## config.mk

```make
export PLATFORM = sky130hd
export DESIGN_NAME = pulse_slot_arbiter
export DESIGN_NICKNAME = d
export VERILOG_FILES = /design/src/rtl/pulse_slot_arbiter.sv
export SDC_FILE = /design/constraint.sdc
export NUM_CORES = 1
export LEC_CHECK = 0
export BUFFER_PORTS_ARGS = -buffer_cell sky130_fd_sc_hd__buf_2
export CAP_MARGIN = 0
export CORE_AREA = 2 2 46 48
export CTS_BUF_LIST = sky130_fd_sc_hd__clkbuf_16
export DETAILED_ROUTE_END_ITERATION = 12
export DIE_AREA = 0 0 48 50
export PLACE_DENSITY = 0.69
export SLEW_MARGIN = 20
export SYNTH_ARGS = -nofsm -noshare
export SYNTH_HDL_FRONTEND = slang
export SYNTH_SLANG_ARGS = --single-unit
```

## constraint.sdc

```tcl
create_clock -name clk -period 1.38 [get_ports clk]
set_input_delay 0 -clock clk [delete_from_list [all_inputs] [get_ports clk]]
set_output_delay 0 -clock clk [all_outputs]
set_load 0.05 [all_outputs]
```

## src/rtl/pulse_slot_arbiter.sv

```systemverilog
// Purpose: round-robin arbiter that lends one fixed-length high pulse (y) to one of NREQ requesters at a time.
// Latency: req sampled at edge k gives y/grant high after edge k; y stays high PULSE_LEN cycles, then GAP low cycles plus one IDLE cycle.
// Backpressure: none; requests are level-sensitive and only sampled in IDLE, so a requester holds req until it sees grant.
//
// Ports:
//   clk        rising-edge clock
//   rst        synchronous active-low reset
//   req        level request per requester
//   grant      one-hot grant, high for the whole pulse
//   active_id  binary index of the granted requester, 0 outside the pulse
//   y          shared pulse output
//   busy       high while pulsing or in the guard gap
//   done       one-cycle strobe on the first cycle after the last pulse cycle
module pulse_slot_arbiter #(
    parameter int NREQ      = 4,
    parameter int PULSE_LEN = 3,
    parameter int GAP       = 1
) (
    input  logic                     clk,
    input  logic                     rst,
    input  logic [NREQ-1:0]          req,
    output logic [NREQ-1:0]          grant,
    output logic [$clog2(NREQ)-1:0]  active_id,
    output logic                     y,
    output logic                     busy,
    output logic                     done
);

    localparam int IDW  = $clog2(NREQ);
    localparam int MAXC = (PULSE_LEN > GAP) ? PULSE_LEN : GAP;
    localparam int CW   = $clog2(MAXC + 1);

    localparam logic [CW-1:0]  PULSE_LAST = CW'(PULSE_LEN - 1);
    // With GAP==0 the GAP state is never entered, so its terminal value is irrelevant.
    localparam logic [CW-1:0]  GAP_LAST   = CW'((GAP > 0) ? GAP - 1 : 0);
    localparam logic [IDW-1:0] LAST_RST   = IDW'(NREQ - 1);
    localparam logic [NREQ-1:0] ONE_HOT0  = {{(NREQ-1){1'b0}}, 1'b1};

    typedef enum logic [1:0] {
        S_IDLE,
        S_PULSE,
        S_GAP
    } state_t;

    state_t          state_q, state_d;
    logic [CW-1:0]   cnt_q, cnt_d;
    logic [IDW-1:0]  last_q, last_d;
    logic [NREQ-1:0] grant_q, grant_d;
    logic [IDW-1:0]  active_id_q, active_id_d;
    logic            y_q, y_d;
    logic            busy_q, busy_d;
    logic            done_q, done_d;

    // Round-robin pick: first set request scanning upward from the slot after the
    // previous winner, wrapping. i==NREQ revisits last_q itself, so a lone
    // requester that just won can win again.
    logic            win_vld;
    logic [IDW-1:0]  win_idx;
    logic [IDW-1:0]  cand;

    always_comb begin
        win_vld = 1'b0;
        win_idx = '0;
        cand    = '0;
        for (int i = 1; i <= NREQ; i++) begin
            cand = IDW'((int'(last_q) + i) % NREQ);
            if (!win_vld && req[cand]) begin
                win_vld = 1'b1;
                win_idx = cand;
            end
        end
    end

    always_comb begin
        state_d     = state_q;
        cnt_d       = cnt_q;
        last_d      = last_q;
        grant_d     = grant_q;
        active_id_d = active_id_q;
        y_d         = y_q;
        busy_d      = busy_q;
        done_d      = 1'b0;

        unique case (state_q)
            S_IDLE: begin
                if (win_vld) begin
                    state_d     = S_PULSE;
                    grant_d     = ONE_HOT0 << win_idx;
                    active_id_d = win_idx;
                    y_d         = 1'b1;
                    busy_d      = 1'b1;
                    cnt_d       = '0;
                    last_d      = win_idx;
                end
            end

            S_PULSE: begin
                if (cnt_q == PULSE_LAST) begin
                    y_d         = 1'b0;
                    grant_d     = '0;
                    active_id_d = '0;
                    done_d      = 1'b1;
                    cnt_d       = '0;
                    if (GAP > 0) begin
                        state_d = S_GAP;
                    end else begin
                        state_d = S_IDLE;
                        busy_d  = 1'b0;
                    end
                end else begin
                    cnt_d = cnt_q + CW'(1);
                end
            end

            S_GAP: begin
                if (cnt_q == GAP_LAST) begin
                    state_d = S_IDLE;
                    busy_d  = 1'b0;
                    cnt_d   = '0;
                end else begin
                    cnt_d = cnt_q + CW'(1);
                end
            end

            default: begin
                state_d     = S_IDLE;
                cnt_d       = '0;
                grant_d     = '0;
                active_id_d = '0;
                y_d         = 1'b0;
                busy_d      = 1'b0;
            end
        endcase
    end

    always_ff @(posedge clk) begin
        if (!rst) begin
            state_q     <= S_IDLE;
            cnt_q       <= '0;
            last_q      <= LAST_RST;
            grant_q     <= '0;
            active_id_q <= '0;
            y_q         <= 1'b0;
            busy_q      <= 1'b0;
            done_q      <= 1'b0;
        end else begin
            state_q     <= state_d;
            cnt_q       <= cnt_d;
            last_q      <= last_d;
            grant_q     <= grant_d;
            active_id_q <= active_id_d;
            y_q         <= y_d;
            busy_q      <= busy_d;
            done_q      <= done_d;
        end
    end

    assign grant     = grant_q;
    assign active_id = active_id_q;
    assign y         = y_q;
    assign busy      = busy_q;
    assign done      = done_q;

endmodule

```

== Word-level counts from Yosys, hierarchy flattened ==
Cells that the tools add are included.
Storage, ports and cells
  register bits: 15
  bits in latches: 0
  memory bits (writable): 0
  bits in read-only memories: 0
  input port bits: 6
  output and inout port bits: 9
  word-level logic and storage cells: 75
  memories kept: 0
Cells by class
  $add $sub $neg: 5
  multiply operators: 0
  div/mod/pow operators: 0
  order comparisons: 4
  equality and inequality tests: 6
  shifts and indexed selects: 1
  multiplexer cells: 36
  bitwise logic cells: 2
  reductions and logical operators: 13
Operator list (number)
  $mux W2: 12
  $pmux W2 S3: 3
  $lt A2 B3 Y1 const B: 4
  $mux W1: 12
  $pmux W4 S3: 1
  $reduce_and A3 Y1: 3
  $bmux W1 S2: 4
  $mux W4: 2
  $add A2 B1 Y2 const B: 3
  $ne A2 B2 Y1 const B: 3
  $pmux W1 S3: 2
  $add A2 B2 Y2 const B: 2
  $eq A2 B2 Y1 const B: 2
  $logic_not A2 Y1: 2
  $reduce_and A2 Y1: 2
  $shl A1 B2 Y4 const A: 1
  $logic_and A1 B1 Y1: 3
  $logic_not A1 Y1: 3
  $eq A2 B1 Y1 const B: 1
  $not A1 Y1: 2

== Depth between registers and ports, before layout ==
Gate-level depths: netlist of the first run.
  word-level depth: 16
  mapped depth: 7
  mapped depth without buffers: 6

== Worst setup path before layout of the first run ==
OpenSTA, ideal clock, no wires.
  path type: reg-to-reg
  start: reg state_q[1]
  end: reg grant_q[0] (netlist: grant[0])
  library setup time: 117 ps
  data arrival time: 1364 ps
  data required time: 1263 ps
  slack: -102 ps
  cell stages (with the launch flop): 7
  buffers on the path: 0
  clock period less this slack: 1482 ps
  cell sequence: dfxtp_1 > inv_1 > ha_1 > and2b_2 > a211oi_2 > nor2b_2 > a32o_1
On the way
  word-level cells in the longest chain between the ends: 3
  elaborated cells on any way between the ends: 8
  those cells by class: eq/ne: 4; mux: 1; bitwise: 1; reduce/logical: 2
RTL lines
  start, declared: line 45  | state_t state_q, state_d;
  start signal, assigned: line 147  | state_q <= state_d;
  $eq A2 B1 Y1 (tied with other cells): line 84  | unique case (state_q)
  $ne A2 B2 Y1 (no source line) / $not A1 Y1 (equally long branches)
  $reduce_and A3 Y1 (no source line)
  end signal, assigned: line 150  | grant_q <= grant_d;
  end, declared: line 48  | logic [NREQ-1:0] grant_q, grant_d;
Parallel ways exist; a longest one is shown, timed or not.
A chain may end at the register's enable or synchronous reset.

== Worst setup path after layout of the first run ==
  start: reg state_q[1]
  end: reg grant_q[2] (netlist: grant[2])
Same word-level chain as after synthesis.

==> impl_metrics.csv, run 1 <==
group,metric,value,unit
sta,fin_setup_tns,-0.1188,ns
synth,synth_enable_flop_cells,0,
floorplanning,dieArea,2400,um^2
synth,yosys.area.top_type_share,34.99,%
floorplanning,rows,16,
synth,synth_area,858.3,um^2
synth,yosysSeqAreaShare,34.99,%
synth,ys.flop_type,"dfxtp_1",
routing,drc,0,
run_status,outcome,"complete, but fails checks",
cts,cts_hold_buf,0,
worst_setup_path,crit_path_end_kind,"flop",
sta,max_freq,701.6,MHz
worst_setup_path,cp.required,1.52,ns
final_layout,post_layout_nonfiller_instances,146,
run,drv_cap,0,
sta,maxSlewHeadroom,66.45,%
floorplanning,die_y,50,um
cts,htreeDepth,1,
sta,min_period_over_period,103.3,%
routing,ant_nets,0,
place,io_buffers,14,
run_status,violations,"setup timing",
global_route,grt_pass1_vias,765,
synth,syn_inst,87,
synth,syn_nets,99,
final_layout,drive_gt1_share,50.42,%
final_layout,multi_input_area,644.4,um^2
routing,wl,2099,um
cts,numCtsBuffers,3,
synth,synth_common_cells,"dfxtp_1 (15), nand2_1 (9), ha_1 (6), nand3_1 (6), nand2b_1 (5)",
worst_setup_path,critPathKind,"reg -> reg",
sta,skew,0.002391,ns
final_layout,fillers,151,
final_layout,final_util,66.97,%
place,globalplace.congestion,0.7608,
power,total_power,2.036,mW
floorplanning,die_x,48,um
synth,ys_top_cells_by_area,"dfxtp_1 (35%), ha_1 (8.7%), nand2_1 (3.9%)",
cts,cts_num_sinks,15,
final_layout,area_growth,48.40,%
floorplanning,initial_core_util,45.13,%
sta,worstMarginPinSlew,0.4995,ns
routing,vias_per_cell,5.384,
worst_setup_path,critical_path_arrival,1.56,ns
global_route,gr-total-overflow,0,
power,powerDensity,1599,nW/um^2
sta,finalWorstSetupSlack,-0.04522,ns
sta,finalCriticalPeriod,1.425,ns
final_layout,nets,132,
synth,synth.avg_cell_area,9.866,um^2
sta,setup_viol,6,
routing,dr.pass1.iters,4,
final_layout,ff_latch_area,305.3,um^2
worst_setup_path,start_kind,"flop",
sta,rsz0062_at_grt,"yes",
routing,drtIter0Drc,15,
final_layout,diodes,0,
global_route,track_usage,19.97,%
routing,wl_per_cell,14.38,um
power,p_leak,0.5369,nW
cts,clockBufferDepth,2,
power,irDropWorstVdd,1.307,mV
sta,drv_slew,0,
synth,synth_top_area_cell,"dfxtp_1",
routing,via_count,786,
place,hpwl,1363,um
floorplanning,ios,15,
global_route,grt_antenna_before_repair,0,
synth,yosysWarnings,0,
sta,holdWs,0.05663,ns
place,dp.cells,137,
synth,synth_seq_cells,15,
sta,finalHoldViolCount,0,
floorplanning,core,1902,um^2
synth,synth-async-reset-ratio,0,%
cts,cts_tree,"built",
cts,clk_latency,0.25,ns
synth,synth.most_common_cell,"dfxtp_1",
global_route,grt_pass1_wl,3408,um
synth,synth_cell_types,36,
global_route,grt_max_degree,15,
cts,clk_pin_slew,0.05,ns
hold_path,hp-class,"in -> reg",
cts,root_buffer,"clkbuf_16",
worst_setup_path,critPathMaxFanout,5,
-- flip-flops by register name (all words and copies together) (netlist names) --
register / cells
y: 1
state_q: 2
last_q: 2
active_id: 2
busy: 1
cnt_q: 2
done: 1
grant: 4
-- kinds of logic after synthesis --
kind of cell               count (synthesis)  synth area share [%]
AOI/OAI and AO/OA                         23                 26.10
adders and majority gates                  6                 8.746
buffers and inverters                      7                 3.498
DFF                                       15                 34.99
muxes                                      1                 1.166
and+or+nand+nor                           35                 25.51
-- final timing paths --
kind / startpoint / end / slack, ns / depth (start not counted)
setup / recovery: state_q[1] / grant[2] / -0.05 / 6
hold / removal: rst / last_q[0] / 0.06 / 2
setup reg to reg: state_q[1] / grant[2] / -0.05 / 6
hold reg to reg: active_id[0] / active_id[0] / 0.45 / 1
-- where the power goes --
part | internal [mW] | total, mW | switching, mW | leakage (nW)
combinational | 0.388 | 0.898 | 0.510 | 0.370
clock | 0.384 | 0.568 | 0.184 | 0.0423
sequential | 0.513 | 0.571 | 0.0576 | 0.125
-- cell type report --
type                       instances  area share, %
inverter                           5          1.670
timing repair buffer              30          14.93
sequential                        15          23.97
multi-input combinational         65          50.59
clock inverter                     1         0.2947
tap                               27          2.652
clock buffer                       3          5.894
-- placed cells by master (no fill, tap or decap), types with 2 or more instances in the layout --
cell type	n
nand3_1	6
ha_4	4
ha_1	2
o21a_1	2
dfxtp_1	11
nand2b_1	4
a21boi_1	2
buf_4	16
buf_2	14
nor2_1	2
inv_1	2
a32o_1	2
o31ai_1	2
inv_2	3
a22o_1	2
a21boi_0	2
clkbuf_16	3
or2b_1	2
dfxtp_2	4
nand2_1	9
o2bb2ai_1	2
-- critical path: stages, from the launching register on --
cell	delay, ns
dfxtp_2	0.33
inv_2	0.06
ha_4	0.16
and2b_4	0.19
a211oi_4	0.26
nor2b_4	0.09
a32o_1	0.22
-- layer usage --
metal	vias to the layer above	global-route usage, %	part of all wire, %	wire (um)
met5	-	0	0	0
met4	0	11.26	2.0	43
met2	22	28.67	48	1002
met3	4	4.029	3.9	82
li1	382	-	-	-
met1	378	26.85	46	971
-- repair_timing --
| action | CTS | global route |
|---|---|---|
| setup endpoints to repair | 10 | 10 |
| resized for setup | 12 | 8 |
| buffers inserted | 2 | 3 |
| pin swaps | 4 | 6 |
-- metrics by stage --
step	worst slack, ns	instance area (um^2)
floorplan	-0.02320	885.9
global placement	-0.07670	1061
detailed placement	-0.1538	1061
CTS	-0.07775	1212
global route	-0.09543	1274
finish	-0.04522	1274
Note: power is estimated with default switching activity, not from simulation.
==> run 2: changes to the inputs <==
--- a/config.mk
+++ b/config.mk
@@ -11,6 +11,7 @@
 export CTS_BUF_LIST = sky130_fd_sc_hd__clkbuf_16
 export DETAILED_ROUTE_END_ITERATION = 12
 export DIE_AREA = 0 0 48 50
+export GPL_TIMING_DRIVEN = 0
 export PLACE_DENSITY = 0.69
 export SLEW_MARGIN = 20
 export SYNTH_ARGS = -nofsm -noshare
==> impl_metrics.csv, run 2 (synthesis results as in run 1) <==
group,metric,value,unit
run_status,outcome,"complete, but fails checks",
run_status,violations,"setup timing",
sta,finalWorstSetupSlack,-0.05502,ns
place,dp.cells,128,
run,drv_cap,0,
worst_setup_path,r2r_cells,6,
floorplanning,core,1902,um^2
final_layout,nets,125,
routing,ant_nets,0,
place,io_buffers,14,
cts,clk_pin_slew,0.05,ns
floorplanning,dieArea,2400,um^2
cts,clk_latency,0.25,ns
routing,wl_met2,876,um
worst_setup_path,critPathKind,"reg -> reg",
power,p_switching,0.7404,mW
cts,root_buffer,"clkbuf_16",
global_route,grt_max_degree,11,
power,p_leak,0.5068,nW
floorplanning,ios,15,
sta,drv_slew,0,
worst_setup_path,path_cells,"inv_4, ha_4, and2b_4, a211oi_4, nor2b_4, a32o_1",
final_layout,post_layout_nonfiller_instances,139,
cts,numCtsBuffers,3,
worst_setup_path,critPathMaxStageDelay,0.35,ns
worst_setup_path,slowest_stage,"dfxtp_2",
sta,max_freq,696.9,MHz
cts,htreeDepth,1,
sta,worstMarginPinSlew,0.4729,ns
place,globalplace.congestion,0.8068,
routing,vias_per_cell,5.324,
final_layout,ff_latch_area,307.8,um^2
routing,top_layer,"met4",
global_route,grt_pass1_vias,674,
power,p_sw_share,37.54,%
routing,via_count,740,
sta,maxSlewHeadroom,68.23,%
hold_path,min_path_cells,2,
routing,wl,1976,um
worst_setup_path,worstSetupPathDepth,6,
final_layout,final_util,65.33,%
power,irDropWorstVdd,1.477,mV
power,powerDensity,1587,nW/um^2
sta,skew,0.005545,ns
place,hpwl,1229,um
cts,cts_tree,"built",
routing,drtIter0Drc,12,
routing,dr.pass1.iters,4,
final_layout,final_cell_mix,"buf_2 (14), dfxtp_1 (11), nand2_1 (9), buf_4 (8), nand3_1 (6)",
global_route,grt_pass1_wl,2994,um
worst_setup_path,critical_path_arrival,1.57,ns
global_route,track_usage,18.12,%
sta,min_period_over_period,104.0,%
cts,clockBufferDepth,2,
routing,m1WireLength,970,um
worst_setup_path,path_delay_family,"compound AO/OA/AOI/OAI gates",
sta,setup_viol,4,
floorplanning,initial_core_util,45.13,%
floorplanning,die_x,48,um
final_layout,diodes,0,
power,seq_power_share,29.4,%
routing,wl_met3,83,um
routing,drc,0,
worst_setup_path,crit_buf_inv,1,
worst_setup_path,critPathMaxFanout,5,
sta,finalCriticalPeriod,1.435,ns
power,pwr-share-comb,41.4,%
final_layout,fillers,152,
global_route,grt_antenna_before_repair,0,
final_layout,drive_gt1_share,47.32,%
final_layout,multi_input_area,664.4,um^2
worst_setup_path,start_kind,"flop",
cts,cts_hold_buf,0,
global_route,gr-total-overflow,0,
worst_setup_path,cp.required,1.52,ns
power,p_int,1.232,mW
floorplanning,rows,16,
power,power.share.clock,29.2,%
worst_setup_path,crit_path_end_kind,"flop",
routing,wl_per_cell,14.22,um
sta,finalHoldViolCount,0,
final_layout,final_common_cell,"buf_2",
sta,rsz0062_at_grt,"yes",
cts,cts_num_sinks,15,
final_layout,area_growth,44.75,%
final_layout,largest_register_ffs,4,
floorplanning,die_y,50,um
hold_path,hp-class,"in -> reg",
[run 2: timing repair]
| action | CTS | global route |
|---|---|---|
| hold endpoints to repair | 0 | 0 |
| pin swaps | 8 | 8 |
| gates resized for setup | 15 | 9 |
| endpoints found under the setup margin | 10 | 10 |
| buffers inserted | 7 | 1 |
[run 2: worst paths after layout]
| check | from | endpoint | slack, ns |
|---|---|---|---|
| setup reg to reg | state_q[1] | grant[0] | -0.06 |
| setup / recovery | state_q[1] | grant[0] | -0.06 |
| hold / removal | rst | done | 0.07 |
| hold reg to reg | grant[3] | grant[3] | 0.45 |
[run 2: power groups by stage]
stage               sequential, mW  combinational, mW  clock (mW)
finish                       0.580              0.817       0.575
global route                 0.591              0.862       0.603
CTS                          0.577              0.754       0.579
detailed placement           0.573              0.636           0
global placement             0.571              0.623           0
floorplan                    0.735              0.340           0
[run 2: layout make-up]
cell class,instances,share of cell area [%]
Timing Repair Buffer,22,10.47
Buffer,1,0.3021
Tap cell,27,2.719
Inverter,5,1.913
Sequential cell,15,24.77
Clock inverter,1,0.3021
Multi-Input combinational cell,65,53.47
Clock buffer,3,6.042
[run 2: layer usage]
layer	GRT usage, %	up-vias
met2	25.33	20
met4	10.81	0
met1	24.32	351
met3	4.396	5
met5	0	-
li1	-	364
[run 2: worst register-to-register path, stage by stage, from the launching register on]
cell and delay (ns):
dfxtp_2 0.35, inv_4 0.05, ha_4 0.15, and2b_4 0.19, a211oi_4 0.25, nor2b_4 0.09
a32o_1 0.22
[run 2: stage by stage]
| stage | TNS [ns] | area (um^2) | total power [mW] | hold WS, ns | setup WS [ns] |
|---|---|---|---|---|---|
| floorplan | -0.03320 | 885.9 | 1.075 | 0.1592 | -0.02320 |
| global placement | -0.5679 | 989.7 | 1.194 | 0.3137 | -0.1310 |
| detailed placement | -0.9116 | 989.7 | 1.209 | 0.3168 | -0.1754 |
| CTS | -0.4461 | 1192 | 1.910 | 0.06157 | -0.07571 |
| global route | -0.5492 | 1242 | 2.056 | 0.08613 | -0.08665 |
| finish | -0.1049 | 1242 | 1.972 | 0.07236 | -0.05502 |
